$ cat config.mk
export PLATFORM = sky130hd
export DESIGN_NAME = acc_rw_sched
export DESIGN_NICKNAME = d
export VERILOG_FILES = /design/src/rtl/acc_sched_pkg.sv /design/src/rtl/acc_rr_pick2.sv /design/src/rtl/acc_rw_sched.sv
export SDC_FILE = /design/constraint.sdc
export NUM_CORES = 1
export LEC_CHECK = 0
export CAP_MARGIN = 20
export CORE_AREA = 2 2 110 112
export DETAILED_ROUTE_END_ITERATION = 7
export DIE_AREA = 0 0 112 114
export GPL_ROUTABILITY_DRIVEN = 1
export SLEW_MARGIN = 20
export SYNTH_ARGS = -nofsm -noshare
export SYNTH_HDL_FRONTEND = slang
export SYNTH_SLANG_ARGS = --single-unit
$ cat constraint.sdc
create_clock -name sys__clk -period 2 [get_ports sys__clk]
set_input_delay 0.4 -clock sys__clk [delete_from_list [all_inputs] [get_ports sys__clk]]
set_output_delay 0.4 -clock sys__clk [all_outputs]
set_load 0.02 [all_outputs]
$ cat src/rtl/acc_sched_pkg.sv
// acc_sched_pkg: one-hot state encoding and shared constants for the acc__ read/write scheduler.
package acc_sched_pkg;
    localparam int S_IDLE     = 0;
    localparam int S_WR       = 1;
    localparam int S_RD_ISSUE = 2;
    localparam int S_RD_WAIT  = 3;
    localparam int S_RD_DONE  = 4;
    localparam int N_STATES   = 5;
    localparam int CNT_W      = 4;
    localparam int DEF_RD_LAT = 1;
    localparam int G_WR       = 0;
    localparam int G_RD       = 1;
    typedef enum logic [N_STATES-1:0] {
        IDLE     = N_STATES'(1) << S_IDLE,
        WR       = N_STATES'(1) << S_WR,
        RD_ISSUE = N_STATES'(1) << S_RD_ISSUE,
        RD_WAIT  = N_STATES'(1) << S_RD_WAIT,
        RD_DONE  = N_STATES'(1) << S_RD_DONE
    } state_e;
endpackage

$ cat src/rtl/acc_rr_pick2.sv
// acc_rr_pick2: 2-way round-robin pick; on a tie the channel not granted last wins.
module acc_rr_pick2
    import acc_sched_pkg::*;
(
    input  logic       req_wr,
    input  logic       req_rd,
    input  logic       last_rd,
    output logic [1:0] gnt
);
    always_comb begin
        gnt       = '0;
        gnt[G_WR] = req_wr & (~req_rd | last_rd);
        gnt[G_RD] = req_rd & ~gnt[G_WR];
    end
endmodule

$ cat src/rtl/acc_rw_sched.sv
// acc_rw_sched: serialises acc__ write and read requests onto one single-ported array port.
module acc_rw_sched
    import acc_sched_pkg::*;
#(
    parameter int axi4l__addr_width = 64,
    parameter int axi4l__data_width = 32,
    parameter int mem_addr_width    = 10,
    parameter int mem_rd_latency    = DEF_RD_LAT
) (
    input  logic                           sys__clk,
    input  logic                           sys__srstn,
    input  logic [axi4l__addr_width-1:0]   acc__waddr,
    input  logic [axi4l__data_width-1:0]   acc__wdata,
    input  logic [axi4l__data_width/8-1:0] acc__wstrb,
    input  logic                           acc__wvalid,
    output logic                           acc__wready,
    input  logic [axi4l__addr_width-1:0]   acc__raddr,
    input  logic                           acc__rvalid,
    output logic [axi4l__data_width-1:0]   acc__rdata,
    output logic                           acc__rready,
    output logic                           mem__en,
    output logic                           mem__we,
    output logic [mem_addr_width-1:0]      mem__addr,
    output logic [axi4l__data_width-1:0]   mem__wdata,
    output logic [axi4l__data_width/8-1:0] mem__wstrb,
    input  logic [axi4l__data_width-1:0]   mem__rdata
);
    state_e                         state_q, state_d;
    logic [CNT_W-1:0]               cnt_q, cnt_d;
    logic                           last_rd_q, last_rd_d;
    logic [axi4l__data_width-1:0]   rdata_q, rdata_d;
    logic [1:0]                     gnt;
    logic                           unused_addr_bits;

    acc_rr_pick2 u_pick (
        .req_wr  (acc__wvalid),
        .req_rd  (acc__rvalid),
        .last_rd (last_rd_q),
        .gnt     (gnt)
    );

    always_comb begin
        state_d   = state_q;
        cnt_d     = cnt_q;
        last_rd_d = last_rd_q;
        rdata_d   = rdata_q;
        case (state_q)
            IDLE:     state_d = gnt[G_WR] ? WR : gnt[G_RD] ? RD_ISSUE : IDLE;
            WR: begin
                state_d   = IDLE;
                last_rd_d = 1'b0;
            end
            RD_ISSUE: begin
                state_d   = RD_WAIT;
                cnt_d     = CNT_W'(mem_rd_latency - 1);
                last_rd_d = 1'b1;
            end
            RD_WAIT: begin
                state_d = (cnt_q == '0) ? RD_DONE : RD_WAIT;
                cnt_d   = (cnt_q == '0) ? cnt_q : cnt_q - 1'b1;
                rdata_d = (cnt_q == '0) ? mem__rdata : rdata_q;
            end
            RD_DONE:  state_d = IDLE;
            default:  state_d = IDLE;
        endcase
    end

    always_ff @(posedge sys__clk) begin
        if (!sys__srstn) begin
            state_q   <= IDLE;
            cnt_q     <= '0;
            last_rd_q <= 1'b1;
            rdata_q   <= '0;
        end else begin
            state_q   <= state_d;
            cnt_q     <= cnt_d;
            last_rd_q <= last_rd_d;
            rdata_q   <= rdata_d;
        end
    end

    // The array port mirrors the request payload only while its grant state is active.
    assign mem__en     = state_q[S_WR] | state_q[S_RD_ISSUE];
    assign mem__we     = state_q[S_WR];
    assign mem__addr   = state_q[S_WR]       ? acc__waddr[mem_addr_width+1:2] :
                         state_q[S_RD_ISSUE] ? acc__raddr[mem_addr_width+1:2] : '0;
    assign mem__wdata  = state_q[S_WR] ? acc__wdata : '0;
    assign mem__wstrb  = state_q[S_WR] ? acc__wstrb : '0;
    assign acc__wready = state_q[S_WR];
    assign acc__rready = state_q[S_RD_DONE];
    assign acc__rdata  = rdata_q;

    assign unused_addr_bits = ^{acc__waddr[axi4l__addr_width-1:mem_addr_width+2], acc__waddr[1:0],
                                acc__raddr[axi4l__addr_width-1:mem_addr_width+2], acc__raddr[1:0]};
endmodule

==> run metrics, run 1 <==
Placeable Area=11,700 um2; Mapped Cells=~250; top cell type's share of synthesized area=0.380; highest clock rate=between 500 and 600 MHz; Clock Skew=2.32 ps; First-pass DRT Iterations=4; fin util=0.362; unrepaired setup endpoints after global routing=false; WP buf/inv=1; Yosys cell types=41; register clock-pin slew on the reported worst setup and hold paths=60 ps; post-CTS sizing=32; initial core utilization=0.189; crit path time final=1870 ps; Max FO, Critical Path=7; Post-synth EDFFs=0; fin area=4240 um2; peak supply drop=0.000315 V; H-tree levels=2; Clk Latency, worst-skew pair=280 ps; fraction of registers with async set/reset=0; count leader, synth=nand2_1; Iteration-0 DRC Markers=103; Synth top cells by count=67 x nand2_1, 42 x dfxtp_1, 37 x and2_1; CP cell instances=clkdlybuf4s50_1; slowest stage delay, CP=680 ps; period utilisation layout=0.935; # rows=40; WP depth=1; syn_area_per_cell=8.71 um2; vias in the first global route=2,394; Slew Limit Headroom=0.700; setup violators final=0; CTS Hold Bufs=0; Synth Cell Area=roughly 2200 um2; Max-Cap Viols=0; R2R cell count=6; Num CTS Buffers=5; Critical Path Start Type=flop; Clock Path Buffers=2; layout net count=624; number of antenna violations at the first check in global routing=0; P_leak=1.83 nW; HP Class=reg2reg; CTS tree=done; WP data arrival=approximately 1500 ps; Tot GR Track Use=0.119; Setup WS post-layout=around 130 ps; synthesis-to-layout area growth=91.9%; top cells by area, synth=dfxtp_1 38%, mux2i_1 15%, nand2_1 11%, and2_1 10%, a22o_1 4.0%; status=finished, final reports clean; Worst path slowest cell=clkdlybuf4s50_1; CTS sink count=42; Top FF cell, synth=dfxtp_1; DR vias=2,375; setup bufs post-CTS=0; Worst setup EP type=primary output; Routability Congestion=0.755; pwr dens=around 540 nW/um2; required time worst endpoint=1600 ps; port bufs=173; Routed WL per cell=14.0 um; delay-heaviest family, CP=buffers and inverters; n_diodes=0; die height=114 um; Power, Total=between 2 and 2.5 mW; Post-Syn Nets=roughly 460; hpwl dp=around 6600 um; final hold vios=0; Hold Path Cell Cnt=2; Seq/Total Area, Yosys=0.380; first-pass GRT wire length=12,000 um; Die Wd=112 um; total global routing overflow=0; largest net degree at the start of global routing=37; DR DRC count=0; Area after DPL=roughly 4000 um2; Crit Path Class=reg2out; Top Ports=282; slew of the pin with the lowest slew margin=between 400 and 500 ps; area leader, netlist=dfxtp_1; fin. max-slew vios=0; #FFs+latches synth=42; worst slack at placement=-105 ps; die area=12,800 um2; Vias/cell=4.16; Yosys warning count=0; antenna-violating nets left=0; root buffer cell=clkbuf_16; fraction of layout cells with a size suffix above 1=0.0802; routed wire length=about 8000 um
per-layer routing:
layer	vias up	share of wire	track usage	wire length, um
li1	1177	-	-	-
met5	-	0	0	0
met4	0	0.0081	0.0244	65
met3	6	0.11	0.0473	905
met1	1050	0.44	0.148	3470
met2	142	0.44	0.198	3540
logic make-up after synthesis:
family | count (synthesis) | synth area share
AO/OA/AOI/OAI | 25 | 0.0888
XOR/XNOR | 1 | 0.00396
adder cells (fa/ha/maj) | 1 | 0.00566
buffers and inverters | 25 | 0.0741
flip-flops | 42 | 0.380
multiplexers | 34 | 0.154
AND/OR/NAND/NOR | 126 | 0.294
through the flow:
step | setup TNS [ps] | std cells | hold WS [ps]
detailed placement | -449 | 563 | 452
global placement | -416 | 563 | 441
global route | 0 | 571 | 468
CTS | 0 | 571 | 461
finish | 0 | 571 | 456
floorplan | 0 | 254 | 450
layout make-up:
cell class / count / area, um2
fill: 1226 / 7470
timing repair buffer: 182 / 1830
multi-input combinational: 187 / 1210
sequential: 42 / 842
tap: 147 / 184
clock buffer: 7 / 133
clock inverter: 1 / 30.0
inverter: 5 / 18.8
layout by cell type (no fill, tap or decap), drive strengths merged, types with 2 or more instances in the layout:
cell type      instances
nor2                   6
inv                    5
nor3b                  2
or3                    2
o21ai                  3
clkbuf                 7
nand3                  2
o211ai                 2
clkdlybuf4s50        125
nand2                 67
a211oi                 2
and2                  37
buf                   20
dlygate4sd2           30
dfxtp                 42
mux2i                 34
a22o                  10
nor3                   3
a21oi                  2
dlymetal6s2s           7
report_power, final:
part	internal (mW)	switching [mW]	leakage, nW	total [mW]
Sequential	0.844	0.0105	0.339	0.854
Clock	0.590	0.323	0.0781	0.913
Combinational	0.292	0.216	1.41	0.507
path summary, 6_finish.rpt:
| check | from | slack (ps) | endpoint |
|---|---|---|---|
| setup reg to reg | cnt_q[0] | 230 | acc__rdata[4] |
| setup / recovery | state_q[4] | 130 | acc__rready |
| hold reg to reg | acc__rdata[9] | 460 | acc__rdata[9] |
| hold / removal | acc__rdata[9] | 460 | acc__rdata[9] |
flip-flops by register name, indices dropped and copies added (netlist names):
signal,cells
acc__rdata,32
cnt_q,4
last_rd_q,1
state_q,5
tightest hold or removal path: stages (launching register included):
cell and delay [ps]:
dfxtp_1 300, nand2_1 50, mux2i_1 50
Note: power is estimated with default switching activity, not from simulation.
==> inputs of run 2 (changes only) <==
- CTS_CLUSTER_SIZE: default -> 28
==> results of run 2 <==
No change in the layout: final DEF, timing and power equal those of run 1.
